--- src/rtl/btn_charge_pkg.sv ---
// Shared constants and charge FSM state encodings for the jump-power path.
// Lets the game fsm and renderer size their ports identically.
package btn_charge_pkg;

    localparam int CHARGE_W   = 8;
    localparam int CHARGE_MAX = 200;

    typedef enum logic [1:0] {
        IDLE    = 2'd0,
        CHARGE  = 2'd1,
        OFFER   = 2'd2,
        LOCKOUT = 2'd3
    } charge_state_t;

endpackage

--- src/rtl/btn_debounce.sv ---
// Pushbutton synchroniser, debounce counter and registered rise/fall pulses.
// rise/fall assert in the same cycle that btn_db takes its new level.
module btn_debounce
    import btn_charge_pkg::*;
#(
    parameter int DEBOUNCE_CYCLES = 500000
) (
    input  logic clk,
    input  logic clr,
    input  logic btn_raw,
    output logic btn_db,
    output logic rise,
    output logic fall
);

    localparam int CW = (DEBOUNCE_CYCLES > 1) ? $clog2(DEBOUNCE_CYCLES) : 1;
    localparam logic [CW-1:0] CNT_LAST = CW'(DEBOUNCE_CYCLES - 1);

    logic          sync1;
    logic          btn_s;
    logic [CW-1:0] cnt;
    logic          hit;

    assign hit = (btn_s != btn_db) && (cnt == CNT_LAST);

    always_ff @(posedge clk or negedge clr) begin
        if (!clr) begin
            sync1  <= 1'b0;
            btn_s  <= 1'b0;
            btn_db <= 1'b0;
            cnt    <= '0;
            rise   <= 1'b0;
            fall   <= 1'b0;
        end else begin
            sync1 <= btn_raw;
            btn_s <= sync1;
            rise  <= hit & btn_s;
            fall  <= hit & ~btn_s;
            if (btn_s == btn_db) begin
                cnt <= '0;
            end else if (cnt == CNT_LAST) begin
                cnt    <= '0;
                btn_db <= btn_s;
            end else begin
                cnt <= cnt + 1'b1;
            end
        end
    end

endmodule

--- src/rtl/btn_charge.sv ---
// Press-duration jump charger feeding the game fsm over valid/ready.
// Define BTN_CHARGE_AUTO_RELEASE_EN to auto-offer when the charge saturates.
module btn_charge #(
    parameter int DEBOUNCE_CYCLES = 500000,
    parameter int CHARGE_W        = btn_charge_pkg::CHARGE_W,
    parameter int CHARGE_MAX      = btn_charge_pkg::CHARGE_MAX,
    parameter int CHARGE_MIN      = 4
) (
    input  logic                clk,
    input  logic                clr,
    input  logic                btn_raw,
    input  logic                rtick,
    input  logic                jump_ready,
    output logic                jump_valid,
    output logic [CHARGE_W-1:0] jump_power,
    output logic                charging,
    output logic [CHARGE_W-1:0] charge_level
);

    import btn_charge_pkg::*;

    localparam logic [CHARGE_W-1:0] LVL_MAX = CHARGE_W'(CHARGE_MAX);
    localparam logic [CHARGE_W-1:0] LVL_MIN = CHARGE_W'(CHARGE_MIN);

    charge_state_t       state;
    charge_state_t       state_n;
    logic                btn_db;
    logic                rise;
    logic                fall;
    logic                latch;
    logic [CHARGE_W-1:0] lvl_inc;

    btn_debounce #(
        .DEBOUNCE_CYCLES(DEBOUNCE_CYCLES)
    ) u_db (
        .clk    (clk),
        .clr    (clr),
        .btn_raw(btn_raw),
        .btn_db (btn_db),
        .rise   (rise),
        .fall   (fall)
    );

    // Increment is applied before a same-cycle fall is evaluated
    assign lvl_inc = (rtick && charge_level != LVL_MAX)
                   ? charge_level + 1'b1 : charge_level;
    assign latch   = (state == CHARGE) && (state_n == OFFER);

`ifdef BTN_CHARGE_AUTO_RELEASE_EN
    // Button still down after an auto offer: hold off until it is released
    logic held;

    always_ff @(posedge clk or negedge clr) begin
        if (!clr) begin
            held <= 1'b0;
        end else if (latch) begin
            held <= !fall;
        end else if (fall) begin
            held <= 1'b0;
        end
    end
`endif

    always_ff @(posedge clk or negedge clr) begin
        if (!clr) begin
            state <= IDLE;
        end else begin
            state <= state_n;
        end
    end

    always_comb begin
        state_n = state;
        unique case (state)
            IDLE: begin
                if (rise) begin
                    state_n = jump_ready ? CHARGE : LOCKOUT;
                end
            end
            CHARGE: begin
                if (fall) begin
                    state_n = (lvl_inc >= LVL_MIN) ? OFFER : IDLE;
                end
`ifdef BTN_CHARGE_AUTO_RELEASE_EN
                else if (rtick && lvl_inc == LVL_MAX) begin
                    state_n = OFFER;
                end
`endif
            end
            OFFER: begin
                if (jump_ready) begin
`ifdef BTN_CHARGE_AUTO_RELEASE_EN
                    state_n = (held && !fall) ? LOCKOUT : IDLE;
`else
                    state_n = IDLE;
`endif
                end
            end
            LOCKOUT: begin
                if (fall) begin
                    state_n = IDLE;
                end
            end
        endcase
    end

    always_comb begin
        charging   = (state == CHARGE);
        jump_valid = (state == OFFER);
    end

    always_ff @(posedge clk or negedge clr) begin
        if (!clr) begin
            charge_level <= '0;
            jump_power   <= '0;
        end else begin
            charge_level <= (state == CHARGE && state_n == CHARGE)
                          ? lvl_inc : '0;
            if (latch) begin
                jump_power <= lvl_inc;
            end
        end
    end

endmodule

--- config.mk ---
export PLATFORM = sky130hd
export DESIGN_NAME = btn_charge
export DESIGN_NICKNAME = d
export VERILOG_FILES = /design/src/rtl/btn_charge_pkg.sv /design/src/rtl/btn_debounce.sv /design/src/rtl/btn_charge.sv
export SDC_FILE = /design/constraint.sdc
export NUM_CORES = 1
export LEC_CHECK = 0
export ABC_CLOCK_PERIOD_IN_PS = 3500
export BUFFER_PORTS_ARGS = -buffer_cell sky130_fd_sc_hd__buf_2
export CORE_MARGIN = 5
export CORE_UTILIZATION = 50
export DETAILED_ROUTE_END_ITERATION = 10
export GPL_ROUTABILITY_DRIVEN = 0
export GPL_TIMING_DRIVEN = 0
export PLACE_DENSITY = 0.75
export SLEW_MARGIN = 20
export SYNTH_ARGS = -nofsm -noshare
export SYNTH_HDL_FRONTEND = slang
export SYNTH_SLANG_ARGS = --single-unit
--- constraint.sdc ---
create_clock -name clk -period 3.5 [get_ports clk]
set_clock_uncertainty 0.15 [all_clocks]
set_input_delay 0.7 -clock clk [delete_from_list [all_inputs] [get_ports clk]]
set_output_delay 0.7 -clock clk [all_outputs]
set_load 0.1 [all_outputs]
-- Word level (Yosys, flattened, before mapping)
Index checks and enable logic that the tools add are counted.
- muxes and demuxes: 11
- multipliers: 0
- bitwise gates (word level): 4
- order comparisons: 1
- div/mod/pow operators: 0
- reductions and logical operators: 6
- $add $sub $neg: 2
- shift operators: 0
- equal/unequal tests: 9
- operators by type and width (cell ; count):
    two-way mux 19 bit ; 2
    adder 19 x 1 -> 19 bit (second input constant) ; 1
    equality test 19 bit (second input constant) ; 1
    two-way mux 8 bit ; 2
    two-way mux 2 bit ; 6
    adder 8 x 1 -> 8 bit (second input constant) ; 1
    greater-or-equal comparator 8 x 3 -> 1 bit (second input constant) ; 1
    inequality test 8 bit (second input constant) ; 1
    one-hot mux 2 bit (4 select lines) ; 1
    equality test 2 bit (second input constant) ; 3
    equality test 2 x 1 -> 1 bit (second input constant) ; 2
    logical AND 1 bit ; 4
    AND 1 bit ; 2
    logical NOT 2 bit ; 1
    inverter 1 bit ; 2
    AND reduction 2 bit ; 1
    equality test 1 bit ; 1
    inequality test 1 bit ; 1
- ROM bits: 0
- output and inout bits: 18
- memories kept: 0
- bits in latches: 0
- word-level logic and storage cells: 42
- bits in writable memories: 0
- bits in registers: 42
- input bits: 5

-- Logic depth before layout (Yosys ltp)
Gate-level depths: netlist (run 1).
- depth after elaboration: 10
- depth in mapped cells: 7
- depth with buffers taken out: 7

-- Cells and area by module
Synthesis (run 1) repeated with hierarchy kept, for this count alone.
- cells, all modules: 201
- area, all modules: 2095.8 sq um
- modules (own cells, without submodules) (module ; cells an instance ; seq. area each (sq um) ; area each (sq um) ; times used):
    btn_debounce ; 112 ; 600.6 ; 1162.4 ; 1
    btn_charge ; 89 ; 450.4 ; 933.4 ; 1

-- Worst setup path after synthesis (run 1)
OpenSTA, ideal clock, no wires.
- path type: reg-to-reg
- from: register state[0]
- to: register jump_power[1]
- slack: 405 ps
- library setup time: 82 ps
- period minus slack after synthesis: 3095 ps
- data required time: 3268 ps
- stages on the path, launching flop included: 5
- arrival: 2863 ps
- cells stage by stage: dfrtp_1 nor2b_1 nand2_1 a41oi_4 mux2i_1
- word-level cells in the longest chain between the ends: 4
- elaborated cells on any way between the ends: 11
- those cells by class: eq/ne (4); mux (5); reduce/logical (2)
- RTL lines (what ; line ; text):
    start, declared ; btn_charge.sv:25 ; charge_state_t state;
    start signal, assigned ; btn_charge.sv:68 ; state <= state_n;
    equality test 2 x 1 -> 1 bit (*) ; -- ;
    named net charging ; btn_charge.sv:16 ; output logic charging,
    one-hot mux 2 bit (4 select lines) ; btn_charge.sv:74 ; unique case (state)
    equality test 2 bit ; btn_charge.sv:47 ; assign latch = (state == CHARGE) && (state_n == OFFER);
    logical AND 1 bit (*) ; btn_charge.sv:47 ;
    end signal, assigned ; btn_charge.sv:120 ; jump_power <= lvl_inc;
    end, declared ; btn_charge.sv:15 ; output logic [CHARGE_W-1:0] jump_power,
Mark *: on every way through the listed nets, which the timed path passes. The rest lies on a longest branch.
A chain may end at the register's enable or synchronous reset.

-- Worst setup path after layout (run 1)
- from: register state[0]
- to: output charging
- word-level cells in the longest chain between the ends: 1
- RTL lines (what ; line ; text):
    equality test 2 x 1 -> 1 bit ; btn_charge.sv:108 ; charging = (state == CHARGE);
    end, declared ; btn_charge.sv:16 ;
No other way between the ends.

==> results of run 1 <==
worst register-to-register path: cells and delay by family (launching register included):
kind / cells / cell delay [ns]
DFF: 1 / 0.42
AOI/OAI and AO/OA: 2 / 0.57
adders and majority gates: 1 / 0.23
and+or+nand+nor: 2 / 0.20
xor gates and xnor gates: 1 / 0.41
state kept, by name, summed over array words and instances (netlist names):
register and flops:
charge_level 8, jump_power 8, state 2, u_db.btn_db 1, u_db.btn_s 1, u_db.cnt 19
u_db.fall 1, u_db.rise 1, u_db.sync1 1
Yosys cell counts (2+ instances only):
cell type / n / area, um2
and3_1: 3 / 18.77
buf_2: 2 / 10.01
buf_6: 2 / 22.52
dfrtp_1: 42 / 1051
ha_1: 3 / 37.54
inv_1: 11 / 41.29
mux2i_1: 6 / 60.06
nand2_1: 17 / 63.81
nand2b_1: 4 / 25.02
nand3_1: 10 / 50.05
nand4_1: 4 / 25.02
nor2_1: 33 / 123.9
nor2b_1: 2 / 12.51
nor3_1: 4 / 20.02
nor3b_1: 2 / 15.01
nor4_1: 3 / 18.77
o21ai_0: 4 / 20.02
o22ai_1: 2 / 12.51
xnor2_1: 11 / 96.34
xor2_1: 15 / 131.4
power by group through the flow:
stage,clock network (uW),registers (uW),logic (uW)
final,387,492,26.4
after global routing,418,493,30.9
after CTS,401,492,27.7
after detailed placement,0,502,27.6
after global placement,0,502,27.0
after floorplan,0,501,12.5
cells in the final DEF (no fill, tap or decap), drive strengths merged, types with 5 or more instances in the layout:
cell type / count
clkbuf: 7
dfrtp: 42
buf: 26
nand2: 17
inv: 11
xor2: 15
nand3: 10
xnor2: 11
nand2b: 5
nor2: 33
mux2i: 6
final cells by class:
type                            count  area share (%)
Sequential cell                    42           45.90
Timing Repair Buffer               22           4.809
Clock buffer                        6           3.607
Tap cell                           50           2.732
Clock inverter                      1           1.311
Multi-Input combinational cell    138           38.25
Buffer                              5           1.585
Inverter                           11           1.803
kinds of logic after synthesis:
family | share of synthesized area (%)
compound gates | 4.807
mux | 3.558
flops | 52.43
xor+xnor | 11.36
buf+inv | 3.870
simple gates | 22.10
fa+ha+maj | 1.873
through the flow:
stage	utilization (%)	hold slack [ns]	total power, uW
after global placement	55.22	0.1814	528.7
after detailed placement	55.22	0.1858	529.5
after floorplan	-	0.1812	513.9
final	58.08	0.1999	906.0
after CTS	58.08	0.2034	921.4
after global routing	58.08	0.2103	941.6
routing by layer:
metal	vias to the layer above	global-route usage, %	share of wire, %
met3	8	4.925	6.6
met5	-	0	0
li1	703	-	-
met2	34	23.04	47
met1	690	18.33	44
met4	0	7.243	2.3
worst min-delay path by stage:
stage	startpoint	cells past startpoint	end	slack, ns
floorplan	u_db.sync1$_DFF_PN0_	0	u_db.btn_s$_DFF_PN0_	0.18
global placement	u_db.sync1$_DFF_PN0_	0	u_db.btn_s$_DFF_PN0_	0.18
detailed placement	u_db.sync1$_DFF_PN0_	0	u_db.btn_s$_DFF_PN0_	0.19
CTS	u_db.sync1$_DFF_PN0_	0	u_db.btn_s$_DFF_PN0_	0.20
global route	u_db.sync1$_DFF_PN0_	0	u_db.btn_s$_DFF_PN0_	0.21
finish	u_db.sync1$_DFF_PN0_	0	u_db.btn_s$_DFF_PN0_	0.20
==> impl_metrics.env, run 1 <==
export IMPL_core_area_um2=3943
export IMPL_initial_core_util_pct=50.84
export IMPL_worstReg2RegStart="charge_level[0]$_DFF_PN0_"
export IMPL_fill_cells=352
export IMPL_critPathKind="flip-flop to output pin"
export IMPL_swShare_pct=19.93
export IMPL_ff_latch_area_um2=1051
export IMPL_p_switching_uw=180.5
export IMPL_yosys_warnings=0
export IMPL_dp_slack_ns=1.225
export IMPL_io_buffers=22
export IMPL_ys_types=36
export IMPL_num_nets_final=233
export IMPL_powerDensity_nw_per_um2=395.7
export IMPL_cp_endpoint="charging"
export IMPL_finalCritPeriodShare_pct=63.53
export IMPL_crit_required_ns=2.65
export IMPL_placed_area_um2=2177
export IMPL_cts_path_max_buffers=2
export IMPL_drive_gt1_share_pct=17.78
export IMPL_worst_slew_margin_rel_pct=39.50
export IMPL_p_comb_share_pct=2.9
export IMPL_layout_min_cycle_time_ns=2.224
export IMPL_maxClockFrequency_mhz=449.7
export IMPL_ys_flop_type="dfrtp_1"
export IMPL_run_status="finished clean"
export IMPL_fin_ws_ns=1.276
export IMPL_viasPerCell=5.218
export IMPL_synthCells=196
export IMPL_die_area_um2=5375
export IMPL_stdcell_area_um2=2290
export IMPL_grt_pass1_vias=1318
export IMPL_tightest_slew_ns=0.9075
export IMPL_cts_tree="built"
export IMPL_cts_buffers=5
export IMPL_leakage_uw=0.001068
export IMPL_reg2reg_to="state[1]$_DFF_PN0_"
export IMPL_report_final_slew_viol_count=0
export IMPL_maxCapViolCount=0
export IMPL_hpwl_mm=2.464
export IMPL_startpoint="state[0]$_DFF_PN0_"
export IMPL_cts_resized_gates=0
export IMPL_synth_cell_area_um2=2004
export IMPL_end_kind="output pin"
export IMPL_avgSynthCellArea_um2=10.23
export IMPL_dp_cells=268
export IMPL_rsz0062_at_grt="false"
export IMPL_ant_nets=0
export IMPL_min_path_type="flip-flop to flip-flop"
export IMPL_drc=0
export IMPL_cpPeakStageDelay_ns=0.46
export IMPL_synth_fp_nets=204
export IMPL_post_cts_setup_buffers=0
export IMPL_die_w_um=73.32
export IMPL_grt_pass1_wl_mm=5.920
export IMPL_root_buffer="clkbuf_8"
export IMPL_grt_usage_pct=14.76
export IMPL_dr_total_vias=1435
export IMPL_clockPowerShare_pct=42.7
export IMPL_path_delay_family="buffers and inverters"
export IMPL_synth_edf_count=0
export IMPL_seqPwrFrac_pct=54.3
export IMPL_setup_viol=0
export IMPL_antenna_found_initial=0
export IMPL_multi_input_area_um2=875.8
export IMPL_crit_chain="nor2b_1, buf_2"
export IMPL_cp_depth=2
export IMPL_crit_buf_inv=1
export IMPL_final_cells=275
export IMPL_gr_total_overflow=0
export IMPL_die_h_um=73.32
export IMPL_finalSetupTns_ns=0
export IMPL_syn_to_final_growth_pct=14.23
export IMPL_reg2reg_slack_ns=1.43
export IMPL_worstSetupStartpointType="flip-flop"
export IMPL_htreeDepth=2
export IMPL_grt_max_degree=43
export IMPL_worstPathArrival_ns=1.37
export IMPL_wl_mm=3.448
export IMPL_r2r_worst_path_cells=6
export IMPL_num_io_pins=23
export IMPL_intPower_uw=725.5
export IMPL_dr_first_iter_drc_count=57
export IMPL_row_count=23
export IMPL_crit_slowest_cell="buf_2"
export IMPL_synth_seq_area_share_pct=52.43
export IMPL_clock_sinks=42
export IMPL_ys_seq_elements=42
export IMPL_async_flop_share_pct=100.0
export IMPL_clk_pin_slew_ns=0.08
export IMPL_diodes=0
export IMPL_peakVddDrop_v=0.0003143
export IMPL_wl_per_cell_um=12.54
export IMPL_drt_pass1_iterations=4
export IMPL_clock_latency_ns=0.30
export IMPL_cts_hold_buf=0
export IMPL_cp_max_fo=5
export IMPL_finalHoldViolations=0
(Power assumes the default switching activity.)
==> inputs of run 2 (changes only) <==
--- a/config.mk
+++ b/config.mk
@@ -5,14 +5,15 @@
 export SDC_FILE = /design/constraint.sdc
 export NUM_CORES = 1
 export LEC_CHECK = 0
-export ABC_CLOCK_PERIOD_IN_PS = 3500
+export ABC_AREA = 1
+export ABC_CLOCK_PERIOD_IN_PS = 1800
 export BUFFER_PORTS_ARGS = -buffer_cell sky130_fd_sc_hd__buf_2
 export CORE_MARGIN = 5
 export CORE_UTILIZATION = 50
 export DETAILED_ROUTE_END_ITERATION = 10
 export GPL_ROUTABILITY_DRIVEN = 0
 export GPL_TIMING_DRIVEN = 0
-export PLACE_DENSITY = 0.75
+export PLACE_DENSITY = 0.77
 export SLEW_MARGIN = 20
 export SYNTH_ARGS = -nofsm -noshare
 export SYNTH_HDL_FRONTEND = slang
==> constraint.sdc (replaced) <==
create_clock -name clk -period 1.8 [get_ports clk]
set_clock_uncertainty 0.15 [all_clocks]
set_input_delay 0.36 -clock clk [delete_from_list [all_inputs] [get_ports clk]]
set_output_delay 0.36 -clock clk [all_outputs]
set_load 0.1 [all_outputs]
==> impl_metrics.env, run 2 <==
export IMPL_synth_top_cell_by_area="dfrtp_1"
export IMPL_dr_first_iter_drc_count=107
export IMPL_initial_core_util_pct=52.24
export IMPL_hpwl_mm=3.564
export IMPL_row_count=24
export IMPL_die_w_um=77.91
export IMPL_rsz0062_at_grt="true"
export IMPL_num_nets_final=344
export IMPL_antenna_found_initial=0
export IMPL_finalSetupTns_ns=-1.335
export IMPL_worstSetupStartpointType="flip-flop"
export IMPL_placed_area_um2=2544
export IMPL_clock_latency_ns=0.30
export IMPL_die_area_um2=6070
export IMPL_final_util_pct=66.92
export IMPL_io_buffers=22
export IMPL_die_h_um=77.91
export IMPL_grt_pass1_wl_mm=8.976
export IMPL_fin_ws_ns=-0.1495
export IMPL_stdcell_area_um2=2954
export IMPL_drt_pass1_iterations=5
export IMPL_end_kind="flip-flop"
export IMPL_htreeDepth=2
export IMPL_num_io_pins=23
export IMPL_grt_pass1_vias=2054
export IMPL_viasPerCell=5.557
export IMPL_p_comb_share_pct=5.0
export IMPL_report_final_slew_viol_count=0
export IMPL_swShare_pct=21.07
export IMPL_yosysMostFrequentCell="nand2_1"
export IMPL_worstPathArrival_ns=2.04
export IMPL_avgSynthCellArea_um2=7.924
export IMPL_wl_per_cell_um=13.81
export IMPL_gr_total_overflow=0
export IMPL_fill_cells=341
export IMPL_drive_gt1_share_pct=37.80
export IMPL_cts_buffers=5
export IMPL_yosys_warnings=0
export IMPL_intPower_uw=1424
export IMPL_seqPwrFrac_pct=53.2
export IMPL_critPathKind="flip-flop to flip-flop"
export IMPL_synthTopCellsByArea="dfrtp_1, nand2_1, inv_1, nor2_1, nand3_1"
export IMPL_drc=0
export IMPL_grt_max_degree=43
export IMPL_cts_hold_buf=0
export IMPL_async_flop_share_pct=100.0
export IMPL_worst_slew_margin_rel_pct=33.92
export IMPL_layout_commonest_cell="nand2_1"
export IMPL_ys_seq_elements=42
export IMPL_ff_latch_area_um2=1070
export IMPL_root_buffer="clkbuf_8"
export IMPL_core_area_um2=4414
export IMPL_ys_types=29
export IMPL_dp_slack_ns=-0.2658
export IMPL_final_cell_mix="nand2_1, inv_1, dfrtp_1, nand2_2, nor2_1"
export IMPL_grt_usage_pct=18.16
export IMPL_cpPeakStageDelay_ns=0.51
export IMPL_clk_pin_slew_ns=0.08
export IMPL_synthCells=291
export IMPL_multi_input_area_um2=1335
export IMPL_critical_path_most_common_cell="nand2_2"
export IMPL_yosys_area_top_type_share_pct=45.58
export IMPL_ant_nets=0
export IMPL_cp_endpoint="jump_power[7]$_DFFE_PN0P_"
export IMPL_largest_register="u_db.cnt"
export IMPL_setup_viol=10
export IMPL_min_path_type="input pin to flip-flop"
export IMPL_maxCapViolCount=0
export IMPL_reg2reg_to="jump_power[7]$_DFFE_PN0P_"
export IMPL_r2r_worst_path_cells=14
export IMPL_synth_edf_count=0
export IMPL_synth_cell_area_um2=2306
export IMPL_startpoint="charge_level[0]$_DFF_PN0_"
export IMPL_maxClockFrequency_mhz=513.0
export IMPL_cts_tree="built"
export IMPL_wl_mm=5.357
export IMPL_dr_total_vias=2156
export IMPL_clockPowerShare_pct=41.8
export IMPL_largest_register_ffs=19
export IMPL_reg_top3="u_db.cnt (19), charge_level (8), jump_power (8)"
export IMPL_failed_checks="negative setup slack"
export IMPL_cts_path_max_buffers=2
export IMPL_run_status="finished with violations"
export IMPL_reg2reg_slack_ns=-0.15
export IMPL_worstReg2RegStart="charge_level[0]$_DFF_PN0_"
export IMPL_powerDensity_nw_per_um2=610.8
export IMPL_synth_fp_nets=299
export IMPL_leakage_uw=0.001411
export IMPL_synth_common_cells="nand2_1, dfrtp_1, inv_1"
export IMPL_peakVddDrop_v=0.0005037
export IMPL_clock_sinks=42
export IMPL_cp_max_fo=7
export IMPL_finalHoldViolations=0
export IMPL_ys_flop_type="dfrtp_1"
export IMPL_synth_seq_area_share_pct=45.58
export IMPL_finalCritPeriodShare_pct=108.3
export IMPL_crit_chain="inv_4, ha_4, nand2_2, nor2_2, nand2_2, nand2_4, nand2_2, nand2_2, inv_2, nor2_4, nand3_4, nand2_4, nand2_2, nand2_1"
export IMPL_tightest_slew_ns=0.9858
export IMPL_p_switching_uw=380.1
export IMPL_diodes=0
export IMPL_layout_min_cycle_time_ns=1.949
export IMPL_crit_slowest_cell="dfrtp_4"
export IMPL_crit_required_ns=1.89
export IMPL_syn_to_final_growth_pct=28.11
run 2: cell count changes after synthesis, sizes merged, moves of 5 or more:
cell | before | now
a21oi | 1 | 14
inv | 11 | 37
mux2i | 6 | 0
nand2 | 17 | 79
nand2b | 5 | 0
nand3 | 10 | 26
nand4 | 4 | 12
nor2 | 33 | 39
nor3 | 4 | 15
xnor2 | 11 | 3
xor2 | 15 | 6
run 2: how the worst min path moves through the flow:
stage	from	end	slack [ns]	cells past startpoint
final	btn_raw	u_db.sync1$_DFF_PN0_	0.02	1
after floorplan	clr	charge_level[2]$_DFF_PN0_	-0.09	0
after detailed placement	u_db.sync1$_DFF_PN0_	u_db.btn_s$_DFF_PN0_	0.19	0
after CTS	btn_raw	u_db.sync1$_DFF_PN0_	0.007	1
after global routing	btn_raw	u_db.sync1$_DFF_PN0_	0.009	1
after global placement	u_db.sync1$_DFF_PN0_	u_db.btn_s$_DFF_PN0_	0.18	0
run 2: area by class of cell:
class                   instances  area share, %
flip-flops and latches         42          36.21
clock inverters                 1          1.017
clock buffers                   6          2.795
plain buffers                   1         0.2541
inverters                      37          4.871
multi-input cells             213          45.19
repair buffers                 36          7.454
well taps                      52          2.202
run 2: power groups by stage:
stage / logic, uW / clock network (uW) / registers (uW)
finish: 89.8 / 754 / 961
global route: 103 / 813 / 962
CTS: 82.8 / 773 / 959
detailed placement: 71.6 / 0 / 977
global placement: 69.4 / 0 / 976
floorplan: 38.1 / 0 / 975
run 2: kinds of logic after synthesis:
logic type                 share of synthesized area (%)
xor gates and xnor gates                           3.419
AOI/OAI and AO/OA                                  4.721
DFF                                                45.58
adders and majority gates                          1.628
and+or+nand+nor                                    38.42
buffers and inverters                              6.239
run 2: what timing repair did:
action                     in CTS  in global routing
gates resized for setup         9                 33
setup endpoints to repair      20                 26
gates cloned                    2                  0
pin swaps                       4                 13
buffers inserted                7                  7
run 2: worst max-delay path: cells and delay by family (launching register included):
kind / cells / cell delay (ns)
AND/OR/NAND/NOR: 11 / 0.96
flip-flops: 1 / 0.51
adder cells (fa/ha/maj): 1 / 0.13
buffers and inverters: 2 / 0.12
run 2: layer usage:
metal  routed length [um]  GRT usage (%)  part of all wire (%)  vias to the layer above
li1                     -              -                     -                     1038
met1                 2132          21.11                    40                     1017
met2                 2754          31.64                    51                       87
met3                  354          5.208                   6.6                       14
met4                  114          6.757                   2.1                        0
met5                    0              0                     0                        -
run 2: metrics by stage:
stage / total power (uW) / hold WS [ns] / std cells
4_1_cts: 1814 / 0.006564 / 381
3_5_place_dp: 1048 / 0.1905 / 365
5_1_grt: 1878 / 0.008732 / 388
2_1_floorplan: 1013 / -0.08559 / 291
6_report: 1804 / 0.01680 / 388
3_3_place_gp: 1046 / 0.1849 / 365
